[src/rtl/jtag_scan_sequencer.sv]
// jtag_scan_sequencer: runs one IR scan plus an optional DR scan per command on a 1149.1 TAP,
// driving registered TMS/TDI and collecting TDO into dr_out.
module jtag_scan_sequencer #(
    parameter int IR_LEN = 2,
    parameter int DR_MAX = 64,
    parameter int CNT_W  = 7
) (
    input  logic              TCK,
    input  logic              TRST_b,
    input  logic              start,
    input  logic [IR_LEN-1:0] ir_val,
    input  logic [CNT_W-1:0]  dr_len,
    input  logic [DR_MAX-1:0] dr_in,
    input  logic              tdo,
    output logic              tms,
    output logic              tdi,
    output logic              busy,
    output logic              done,
    output logic [DR_MAX-1:0] dr_out
);
    typedef enum logic [2:0] {
        RST_SEQ, IDLE, IR_HDR, IR_SHIFT, IR_TAIL, DR_HDR, DR_SHIFT, DR_TAIL
    } state_t;

    state_t            state, state_n;
    logic [CNT_W-1:0]  cnt, cnt_n, len;
    logic [IR_LEN-1:0] ir_r, ir_sh;
    logic [DR_MAX-1:0] dr_r, dr_sh;
    logic              last, tms_n, tdi_n;

    assign last = cnt == '0;
    assign busy = state != IDLE;

    // RST_SEQ counts up through its six cycles; every other state counts down to 0.
    always_comb begin
        state_n = state;
        cnt_n   = last ? cnt : cnt - CNT_W'(1);
        case (state)
            RST_SEQ: begin
                state_n = cnt == CNT_W'(5) ? IDLE : RST_SEQ;
                cnt_n   = cnt == CNT_W'(5) ? '0 : cnt + CNT_W'(1);
            end
            IDLE: if (start) begin
                state_n = IR_HDR;
                cnt_n   = CNT_W'(3);
            end
            IR_HDR: if (last) begin
                state_n = IR_SHIFT;
                cnt_n   = CNT_W'(IR_LEN - 1);
            end
            IR_SHIFT: if (last) begin
                state_n = IR_TAIL;
                cnt_n   = CNT_W'(1);
            end
            IR_TAIL: if (last) begin
                state_n = len == '0 ? IDLE : DR_HDR;
                cnt_n   = len == '0 ? '0 : CNT_W'(2);
            end
            DR_HDR: if (last) begin
                state_n = DR_SHIFT;
                cnt_n   = len - CNT_W'(1);
            end
            DR_SHIFT: if (last) begin
                state_n = DR_TAIL;
                cnt_n   = CNT_W'(1);
            end
            default: if (last) state_n = IDLE;
        endcase
    end

    // Pin values are derived from the upcoming state so they register in step with it.
    always_comb begin
        ir_sh = ir_r >> (CNT_W'(IR_LEN - 1) - cnt_n);
        dr_sh = dr_r >> (len - CNT_W'(1) - cnt_n);
        tms_n = 1'b0;
        tdi_n = 1'b0;
        case (state_n)
            RST_SEQ:          tms_n = cnt_n < CNT_W'(5);
            IR_HDR:           tms_n = cnt_n >= CNT_W'(2);
            DR_HDR:           tms_n = cnt_n == CNT_W'(2);
            IR_TAIL, DR_TAIL: tms_n = cnt_n == CNT_W'(1);
            IR_SHIFT: begin
                tms_n = cnt_n == '0;
                tdi_n = ir_sh[0];
            end
            DR_SHIFT: begin
                tms_n = cnt_n == '0;
                tdi_n = dr_sh[0];
            end
            default: ;
        endcase
    end

    always_ff @(posedge TCK) begin
        if (!TRST_b) begin
            state  <= RST_SEQ;
            cnt    <= '0;
            tms    <= 1'b1;
            tdi    <= 1'b0;
            done   <= 1'b0;
            dr_out <= '0;
        end else begin
            state <= state_n;
            cnt   <= cnt_n;
            tms   <= tms_n;
            tdi   <= tdi_n;
            done  <= state != IDLE && state != RST_SEQ && state_n == IDLE;
            if (state == IDLE && start) begin
                ir_r   <= ir_val;
                dr_r   <= dr_in;
                len    <= dr_len > CNT_W'(DR_MAX) ? CNT_W'(DR_MAX) : dr_len;
                dr_out <= '0;
            end else if (state == DR_SHIFT) begin
                dr_out <= dr_out | (DR_MAX'(tdo) << (len - CNT_W'(1) - cnt));
            end
        end
    end
endmodule
[config.mk]
export PLATFORM = sky130hd
export DESIGN_NAME = jtag_scan_sequencer
export DESIGN_NICKNAME = d
export VERILOG_FILES = /design/src/rtl/jtag_scan_sequencer.sv
export SDC_FILE = /design/constraint.sdc
export NUM_CORES = 1
export LEC_CHECK = 0
export BUFFER_PORTS_ARGS = -buffer_cell sky130_fd_sc_hd__buf_2
export CAP_MARGIN = 20
export CORE_UTILIZATION = 54
export DETAILED_ROUTE_END_ITERATION = 16
export HOLD_SLACK_MARGIN = 0.06
export PLACE_DENSITY = 0.79
export RECOVER_POWER = 25
export SYNTH_ARGS = -nofsm -noshare
export SYNTH_HDL_FRONTEND = slang
export SYNTH_SLANG_ARGS = --single-unit
[constraint.sdc]
create_clock -name TCK -period 7.9 [get_ports TCK]
set_clock_uncertainty 0.2 [all_clocks]
set_input_delay 0.395 -clock TCK [delete_from_list [all_inputs] [get_ports TCK]]
set_output_delay 0.395 -clock TCK [all_outputs]
set_load 0.01 [all_outputs]
==> results by group, run 1 <==
Detailed routing
  • DRC Markers: 0
  • 1st-pass router iterations: 6
  • Drt wl/cell: 20.1 µm
  • Final wirelength: 18700 µm
  • DR vias/cell: 5.86
  • Vias: 5471
  • 1st-iter DRT viols: 497
  • Post-DRT Antenna Nets: 0

Timing
  • Final hold violation count: 0
  • Tmin final: 4.90 ns
  • Final setup viols: 0
  • Crit share post-route: 62.1%
  • Setup_tns: 0 ns
  • Relative slew slack: 25.4%
  • Worst-margin pin slew: 1.12 ns
  • Final Max Slew Viols: 0
  • RSZ-0062 raised after global routing: false
  • Highest Clock Rate: 204 MHz

Clock network
  • CTS resizes: 0
  • Later-pin clock latency in the skew report: 0.44 ns
  • CTS tree: built
  • Clk sinks: 150
  • Num CTS Buffers: 17
  • Clk slew on worst S/H paths: 0.06 ns
  • Clock Path Buffers: 2
  • Root buf cell: clkbuf_16
  • H-tree Lvls: 4

Logic synthesis
  • Seq cells post-synth: 150
  • Synth Area in Compound Gates: 16.7%
  • Synth Area in Simple Gates: 11.0%
  • Cell variety after synth: 78
  • Largest cells by area after synthesis: edfxtp_1 32%, dfxtp_1 22%, a22o_1 8.2%, mux4_2 5.2%, ha_1 4.2%
  • Synthesized net count: 647
  • Multiplexer area fraction after synthesis: 7.85%
  • Number of synthesized flops with an enable pin: 73
  • Area share of the largest cell type after synthesis: 31.8%
  • Avg Inst Size Synth: 12.7 µm²
  • Mapped cell area: 6900 µm²
  • Largest family of logic cells by synthesized area: compound AO/OA/AOI/OAI gates
  • Ys Warns: 0
  • Seq/Total Area, Yosys: 54.1%
  • Ys async rst share: 0%
  • Top FF cell, synth: dfxtp_1
  • Adder-cell share of the synthesized area: 4.75%
  • Synth Instances: 545
  • Largest area contributor in the netlist: edfxtp_1
  • Synth Area in XOR/XNOR: 2.36%

GRT
  • Pin count of the biggest net entering global routing: 74
  • First-pass GRT wire length: 29300 µm
  • GR Overflow Total: 0
  • Initial antenna violation count: 1
  • GRT Resource Usage Total: 30.2%
  • Vias in the first global route: 5487

Cells and area
  • # diodes: 0
  • Share of cells above drive strength 1: 27.5%
  • Nets: 854
  • Final std cell area, no fill: 8990 µm²
  • Most frequent cells in the layout: 129 x buf_2, 77 x dfxtp_1, 73 x edfxtp_1, 69 x dlygate4sd3_1, 65 x a22o_1
  • Area occupied by multi-input gates: 2960 µm²
  • Register Area: 3730 µm²
  • Most common cell after layout, fill and taps aside: buf_2
  • Area delta synth->final: 30.3%
  • FILL cells: 801
  • Post-Layout Cell Count: 933

Power and ir drop
  • Power Density: 288 nW/µm²
  • Logic pwr share: 34.5%
  • Clk pwr share: 32.1%
  • Sw Share: 33.3%
  • Psw: 860 µW
  • Cell internal pwr: 1720 µW
  • Leakage: 0.00368 µW
  • Reg power frac: 33.5%
  • Total power: 2590 µW
  • Worst-case vdd ir drop: 255 µV

Critical path
  • Delay-heaviest family, CP: adder cells
  • Worst-path cell chain: or4_4 > or4_4 > a21oi_4 > o2111ai_4 > ha_1 > fa_1 > mux4_2 > mux2i_1 > mux2i_1 > mux2i_1 > mux2i_1 > a22o_1
  • CP peak stage delay: 1.03 ns
  • CP max FO: 16
  • Startpoint types: flip-flop
  • Critical path class: flip-flop to flip-flop
  • Worst Path Buf+Inv: 0
  • CP dominant cell by count: mux2i_1
  • Arr. time, crit path: 5.03 ns
  • Nature of the critical path endpoint: flip-flop
  • Slowest stage cell, crit path: fa_1
  • CP required: 8.03 ns

Place
  • Post-DP Area: 7720 µm²
  • Placed insts: 832
  • Hpwl dp: 11000 µm
  • Port Buf Inserts: 144
  • Final Wtd Congestion: 0.877

Worst hold path
  • Hold crit path type: input port to flip-flop

Status
  • Status: finished clean

Floorplanning
  • Die width: 115 µm
  • Core outline area: 12200 µm²
  • Io pins: 145
  • Num rows: 40
  • Initial Util: 56.5%
  • Die Y: 115 µm
  • Die area: 13200 µm²

Job
  • Maxcap violations: 0
==> cells by family after synthesis <==
logic type	after synthesis
compound gates	140
xor+xnor	17
fa+ha+maj	25
buf+inv	46
flops	150
mux	34
simple gates	133
==> power by group through the flow <==
stage                     combinational [µW]  clock (µW)  sequential [µW]
after floorplan                          683           0              864
after global placement                   791           0              880
after detailed placement                 814           0              881
after CTS                                847         825              864
after global routing                     955         866              869
final                                    891         829              865
==> layer usage <==
| metal | GRT usage (%) | routed length (µm) |
|---|---|---|
| met1 | 35.8 | 7250 |
| met2 | 51.6 | 9510 |
| met3 | 7.75 | 1410 |
| met4 | 13.8 | 550 |
| met5 | 0 | 0 |
==> path summary, 6_finish.rpt <==
kind	start	to	slack, ns	depth (start not counted)
max	cnt[3]$_SDFF_PN0_	tdi$_SDFF_PN0_	3.00	12
min	dr_len[2]	len[2]$_SDFFCE_PN0P_	0.08	2
max reg2reg	cnt[3]$_SDFF_PN0_	tdi$_SDFF_PN0_	3.00	12
min reg2reg	dr_out[63]$_SDFFE_PP0N_	dr_out[63]$_SDFFE_PP0N_	0.27	1
==> Yosys cell counts (3+ instances only) <==
master     n
buf_2      6
nor3_1     7
nor2_1    37
o21a_1     3
dfxtp_1   77
o21ai_0   19
mux4_2    16
xnor2_1    6
o31ai_1    5
buf_6      5
a21boi_0   3
nand3_1    4
a31oi_1    4
nor4_1     3
nor3b_1    4
a22o_1    65
edfxtp_1  73
clkbuf_1  14
nand2b_1   5
nand2_1   24
a21oi_1    9
or2_2      3
nor2b_1   16
o221ai_1   3
or3_1      6
nand4_1    3
xor2_1    10
mux2i_1   17
ha_1      23
inv_1     17
==> what timing repair did <==
action                    4_1_cts  5_1_grt
hold endpoints to repair       69        0
hold buffers                   69        0
buffers inserted                0        0
==> registers in the layout (all words and copies together), names as in the netlist <==
register  flops
tdi           1
state         3
cnt           7
ir_r          2
tms           1
len           7
dr_out       64
dr_r         64
done          1
==> through the flow <==
step	setup slack, ns	util, %	hold slack (ns)
final	3.00	73.6	0.0815
after CTS	3.16	73.8	0.0664
after floorplan	3.28	-	0.294
after detailed placement	3.17	63.2	0.261
after global placement	3.32	63.2	0.256
after global routing	2.77	73.6	0.0685
==> area by class of cell <==
type	instances	share of cell area, %
clock buffers	20	5.32
clock inverters	12	1.39
repair buffers	216	15.8
flip-flops and latches	150	41.5
inverters	18	0.751
well taps	168	2.34
multi-input cells	349	32.9
(Power assumes the default switching activity.)
==> inputs of run 2 (changes only) <==
--- a/config.mk
+++ b/config.mk
@@ -5,12 +5,13 @@
 export SDC_FILE = /design/constraint.sdc
 export NUM_CORES = 1
 export LEC_CHECK = 0
+export ABC_AREA = 1
 export BUFFER_PORTS_ARGS = -buffer_cell sky130_fd_sc_hd__buf_2
 export CAP_MARGIN = 20
-export CORE_UTILIZATION = 54
+export CORE_UTILIZATION = 51
 export DETAILED_ROUTE_END_ITERATION = 16
 export HOLD_SLACK_MARGIN = 0.06
-export PLACE_DENSITY = 0.79
+export PLACE_DENSITY = 0.77
 export RECOVER_POWER = 25
 export SYNTH_ARGS = -nofsm -noshare
 export SYNTH_HDL_FRONTEND = slang
==> constraint.sdc (replaced) <==
create_clock -name TCK -period 4.4 [get_ports TCK]
set_clock_uncertainty 0.2 [all_clocks]
set_input_delay 0.22 -clock TCK [delete_from_list [all_inputs] [get_ports TCK]]
set_output_delay 0.22 -clock TCK [all_outputs]
set_load 0.01 [all_outputs]
==> results by group, run 2 <==
Detailed routing
  • DR vias/cell: 5.34
  • 1st-iter DRT viols: 660
  • Post-DRT Antenna Nets: 0
  • DRC Markers: 0
  • Vias: 7194
  • Final wirelength: 21700 µm
  • 1st-pass router iterations: 5
  • Drt wl/cell: 16.1 µm

Logic synthesis
  • Area share of the largest cell type after synthesis: 28.6%
  • Ys async rst share: 0%
  • Number of synthesized flops with an enable pin: 73
  • Post-synth top cells: 240 x nand2_1, 110 x inv_1, 100 x nand3_1
  • Avg Inst Size Synth: 8.22 µm²
  • Mapped cell area: 7670 µm²
  • Seq cells post-synth: 150
  • Most common cell in the netlist: nand2_1
  • Top FF cell, synth: dfxtp_1
  • Largest cells by area after synthesis: edfxtp_1 29%, dfxtp_1 20%, nand2_1 12%, nand3_1 6.5%, inv_1 5.4%
  • Ys Warns: 0
  • Synthesized net count: 1036
  • Largest area contributor in the netlist: edfxtp_1
  • Seq/Total Area, Yosys: 48.7%
  • Synth Instances: 934
  • Cell variety after synth: 41

Critical path
  • Critical path class: flip-flop to flip-flop
  • Nature of the critical path endpoint: flip-flop
  • CP dominant cell by count: nand2_1
  • Startpoint types: flip-flop
  • Worst-path cell chain: inv_1 > ha_1 > nand2_2 > inv_1 > nand2_2 > nor2_2 > nand2_1 > nand2_1 > nor2_1 > nand2_1 > nand2_2 > inv_1 > fa_1 > clkinvlp_4 > buf_12 > nand3_1 > nand2_1 > nand2_1 > nand3_1 > nand3_1 > nand2_1 > nand2_1 > nand4_1 > a21oi_1
  • Slowest stage cell, crit path: fa_1
  • CP required: 4.57 ns
  • CP peak stage delay: 0.59 ns
  • CP max FO: 10
  • Arr. time, crit path: 4.17 ns

Floorplanning
  • Initial Util: 52.6%
  • Die Y: 125 µm
  • Die width: 125 µm
  • Num rows: 44
  • Die area: 15500 µm²
  • Core outline area: 14600 µm²
  • Io pins: 145

Clock network
  • Clock Path Buffers: 2
  • Num CTS Buffers: 17
  • Clk slew on worst S/H paths: 0.06 ns
  • H-tree Lvls: 4
  • Later-pin clock latency in the skew report: 0.44 ns
  • Root buf cell: clkbuf_16
  • Clk sinks: 150
  • CTS tree: built

Timing
  • Highest Clock Rate: 250 MHz
  • Crit share post-route: 91.0%
  • Final Max Slew Viols: 0
  • Setup_tns: 0 ns
  • RSZ-0062 raised after global routing: false
  • Fin worst setup slack: 0.397 ns
  • Worst-margin pin slew: 0.911 ns
  • Relative slew slack: 39.3%
  • Final setup viols: 0
  • Tmin final: 4.00 ns
  • Final hold violation count: 0

Cells and area
  • # diodes: 0
  • Most frequent cells in the layout: 239 x nand2_1, 127 x buf_2, 109 x inv_1, 100 x nand3_1, 77 x dfxtp_1
  • Area occupied by multi-input gates: 3330 µm²
  • Nets: 1252
  • FILL cells: 1086
  • Share of cells above drive strength 1: 19.3%
  • Area delta synth->final: 28.7%
  • Top flop regs: dr_out x64, dr_r x64
  • Register Area: 3730 µm²
  • Most common cell after layout, fill and taps aside: nand2_1

Place
  • Hpwl dp: 13200 µm
  • Pre-CTS setup slack: 0.378 ns
  • Port Buf Inserts: 144
  • Final Wtd Congestion: 0.916

Power and ir drop
  • Worst-case vdd ir drop: 297 µV
  • Leakage: 0.00436 µW
  • Power Density: 482 nW/µm²

Worst hold path
  • Hold crit path type: input port to flip-flop

GRT
  • Initial antenna violation count: 0
  • Vias in the first global route: 6834
  • GRT Resource Usage Total: 28.1%
  • Pin count of the biggest net entering global routing: 74
  • First-pass GRT wire length: 34100 µm
  • GR Overflow Total: 0

Job
  • Maxcap violations: 0

Status
  • Status: finished clean
[run 2: changes by cell type after synthesis, sizes merged, moves of 49 or more]
| cell | delta |
|---|---|
| a21oi | +49 |
| a22o | -65 |
| inv | +103 |
| nand2 | +220 |
| nand3 | +98 |
| nor2 | +53 |
[run 2: per-layer routing]
metal / share of wire, % / global-route usage (%) / wire length (µm)
met1: 40 / 34.2 / 8580
met2: 51 / 47.9 / 11000
met3: 6.7 / 5.84 / 1460
met4: 2.8 / 12.4 / 600
met5: 0 / 0 / 0
[run 2: repair_timing]
action,4_1_cts,5_1_grt
gates resized for setup,0,2
setup endpoints to repair,0,1
setup buffers,0,2
hold buffers,74,0
hold endpoints to repair,79,0
[run 2: path summary, 6_finish.rpt]
kind,endpoint,cells after the start,startpoint,slack [ns]
max,tdi$_SDFF_PN0_,24,cnt[0]$_SDFF_PN0_,0.40
min,dr_out[44]$_SDFFE_PP0N_,7,tdo,0.22
max reg2reg,tdi$_SDFF_PN0_,24,cnt[0]$_SDFF_PN0_,0.40
min reg2reg,dr_out[61]$_SDFFE_PP0N_,2,dr_out[61]$_SDFFE_PP0N_,0.24
[run 2: logic make-up (layout without fill, tap and decap cells)]
kind of cell | Yosys count | count (layout) | synth area share, %
fa+ha+maj | 25 | 25 | 4.27
flops | 150 | 150 | 48.7
xor+xnor | 18 | 18 | 2.89
compound gates | 96 | 96 | 6.82
buf+inv | 154 | 383 | 8.25
simple gates | 491 | 491 | 29.1
[run 2: area by class of cell]
| class | instances | area share [%] |
|---|---|---|
| Clock buffer | 18 | 4.35 |
| Clock inverter | 14 | 1.50 |
| Inverter | 120 | 4.60 |
| Multi-Input combinational cell | 630 | 33.7 |
| Sequential cell | 150 | 37.8 |
| Tap cell | 184 | 2.33 |
| Timing Repair Buffer | 231 | 15.7 |
[run 2: critical path: cells and delay by family (launching register included)]
family | cells | cell delay [ns]
compound gates | 1 | 0.14
buf+inv | 5 | 0.81
simple gates | 16 | 1.44
flops | 1 | 0.50
fa+ha+maj | 2 | 0.84
[run 2: metrics by stage]
step	cells	cell area (µm²)	hold slack, ns	power (µW)	utilization, %
finish	1347	9870	0.225	4750	67.7
CTS	1345	9860	0.208	4580	67.6
floorplan	934	7680	0.119	2760	-
detailed placement	1239	8540	0.198	3110	58.6
global placement	1239	8540	0.197	3090	58.6
global route	1347	9870	0.254	5000	67.7
[run 2: report_power, final]
part	total [µW]	internal, µW	switching [µW]
sequential	1520	1490	34.0
combinational	1780	624	1160
clock	1450	837	613
total	4750	2950	1810
==> inputs of run 3 (changes only) <==
--- a/config.mk
+++ b/config.mk
@@ -12,7 +12,7 @@
 export DETAILED_ROUTE_END_ITERATION = 16
 export HOLD_SLACK_MARGIN = 0.06
 export PLACE_DENSITY = 0.77
-export RECOVER_POWER = 25
+export RECOVER_POWER = 100
 export SYNTH_ARGS = -nofsm -noshare
 export SYNTH_HDL_FRONTEND = slang
 export SYNTH_SLANG_ARGS = --single-unit
==> results by group, run 3 (synthesized netlist as in run 2, its figures left out) <==
GRT
  • Grt met2 use: 47.9%
  • Grt met3 use: 5.84%
  • Initial antenna violation count: 0
  • Pin count of the biggest net entering global routing: 74
  • Vias in the first global route: 6834
  • First-pass GRT wire length: 34100 µm
  • GR Overflow Total: 0
  • Grt peak-use layer: met2
  • GRT Resource Usage Total: 28.1%
  • Met1 Resource Use GR: 34.2%

Critical path
  • CP required: 4.57 ns
  • CP max FO: 10
  • CP startpoint: cnt[0]$_SDFF_PN0_
  • Reg2Reg Launch Point: cnt[0]$_SDFF_PN0_
  • Arr. time, crit path: 4.18 ns
  • Nature of the critical path endpoint: flip-flop
  • Critical path class: flip-flop to flip-flop
  • Startpoint types: flip-flop

Cells and area
  • Final std cell area, no fill: 9760 µm²
  • # diodes: 0
  • Most common cell after layout, fill and taps aside: nand2_1
  • Nets: 1252
  • FILL cells: 1136
  • Top flop regs: dr_out x64, dr_r x64
  • Most frequent cells in the layout: 240 x nand2_1, 110 x inv_1, 101 x nand3_1, 80 x clkbuf_1, 77 x dfxtp_1
  • Share of cells above drive strength 1: 13.4%
  • Area delta synth->final: 27.2%

Floorplanning
  • Num rows: 44
  • Core outline area: 14600 µm²
  • Io pins: 145
  • Initial Util: 52.6%
  • Die area: 15500 µm²
  • Die width: 125 µm
  • Die Y: 125 µm

Clock network
  • Later-pin clock latency in the skew report: 0.44 ns
  • Num CTS Buffers: 17
  • Root buf cell: clkbuf_16
  • CTS tree: built
  • Clock Path Buffers: 2
  • Clk slew on worst S/H paths: 0.06 ns
  • H-tree Lvls: 4
  • Clk sinks: 150

Timing
  • Highest Clock Rate: 249 MHz
  • Worst-margin pin slew: 1.79 ns
  • Relative slew slack: -19.4%
  • Crit share post-route: 91.1%
  • Setup_tns: 0 ns
  • Final setup viols: 0
  • Final Max Slew Viols: 74
  • Final hold violation count: 0
  • RSZ-0062 raised after global routing: false
  • Tmin final: 4.01 ns

Detailed routing
  • Final wirelength: 21700 µm
  • DRC Markers: 0
  • Drt wl/cell: 16.1 µm
  • Post-DRT Antenna Nets: 0
  • Vias: 7222
  • 1st-iter DRT viols: 627
  • 1st-pass router iterations: 6
  • DR vias/cell: 5.36

Power and ir drop
  • Total power: 4740 µW
  • Leakage: 0.00407 µW
  • Power Density: 486 nW/µm²
  • Worst-case vdd ir drop: 298 µV

Place
  • Post-DP Area: 8540 µm²
  • Port Buf Inserts: 144
  • Final Wtd Congestion: 0.916
  • Hpwl dp: 13200 µm

Job
  • Maxcap violations: 1

Worst hold path
  • Hold crit path type: input port to flip-flop
  • Min-Delay Startpoint: tdo

Status
  • Status: finished with violations
  • Violated checks: capacitance limit, slew limit
[run 3: changes by cell type in the layout (fill, tap and decap cells not counted), sizes merged]
cell and change:
buf -64, clkbuf +64
[run 3: worst paths after layout]
path / to / slack [ns] / cells past startpoint
max: tdi$_SDFF_PN0_ / 0.39 / 24
min: dr_out[44]$_SDFFE_PP0N_ / 0.22 / 7
max reg2reg: tdi$_SDFF_PN0_ / 0.39 / 24
min reg2reg: dr_out[61]$_SDFFE_PP0N_ / 0.25 / 2
[run 3: per-layer routing]
metal	vias up	share of wire (%)
met5	-	0
met4	0	3.0
met3	57	7.1
met2	349	50
met1	3312	40
li1	3504	-
[run 3: area by class of cell]
type,instances,area (µm²),share of cell area [%]
clock buffer,18,429,4.40
inverter,120,454,4.65
sequential,150,3730,38.2
timing repair buffer,231,1470,15.0
multi-input combinational,630,3300,33.8
clock inverter,14,148,1.51
tap,184,230,2.36
[run 3: repair_timing]
action / CTS / global route
gates resized for setup: 0 / 2
setup buffers: 0 / 2
hold buffers: 74 / 0
setup endpoints to repair: 0 / 1
hold endpoints to repair: 79 / 0
[run 3: stage by stage]
| stage | hold WS [ns] | util, % | setup WS (ns) | cells |
|---|---|---|---|---|
| 6_report | 0.221 | 66.9 | 0.390 | 1347 |
| 5_1_grt | 0.254 | 66.9 | 0.0525 | 1347 |
| 4_1_cts | 0.208 | 67.6 | 0.358 | 1345 |
| 3_5_place_dp | 0.198 | 58.6 | 0.378 | 1239 |
| 3_3_place_gp | 0.197 | 58.6 | 0.520 | 1239 |
| 2_1_floorplan | 0.119 | - | 0.795 | 934 |
[run 3: worst max-delay path, cell delays in order, from the launching register on]
cell        delay [ns]
dfxtp_1           0.50
inv_1             0.20
ha_1              0.25
nand2_2           0.11
inv_1             0.06
nand2_2           0.14
nor2_2            0.10
nand2_1           0.07
nand2_1           0.05
nor2_1            0.13
nand2_1           0.09
nand2_2           0.17
inv_1             0.13
fa_1              0.59
clkinvlp_4        0.22
buf_12            0.20
nand3_1           0.07
nand2_1           0.06
nand2_1           0.06
nand3_1           0.09
nand3_1           0.10
nand2_1           0.07
nand2_1           0.07
nand4_1           0.08
a21oi_1           0.14
[run 3: power breakdown]
part           leakage (µW)  internal (µW)  total [µW]  switching, µW
Clock              0.000267            837        1450            610
Combinational       0.00253            617        1780           1160
Sequential          0.00128           1490        1520           34.3
Total               0.00407           2940        4740           1800
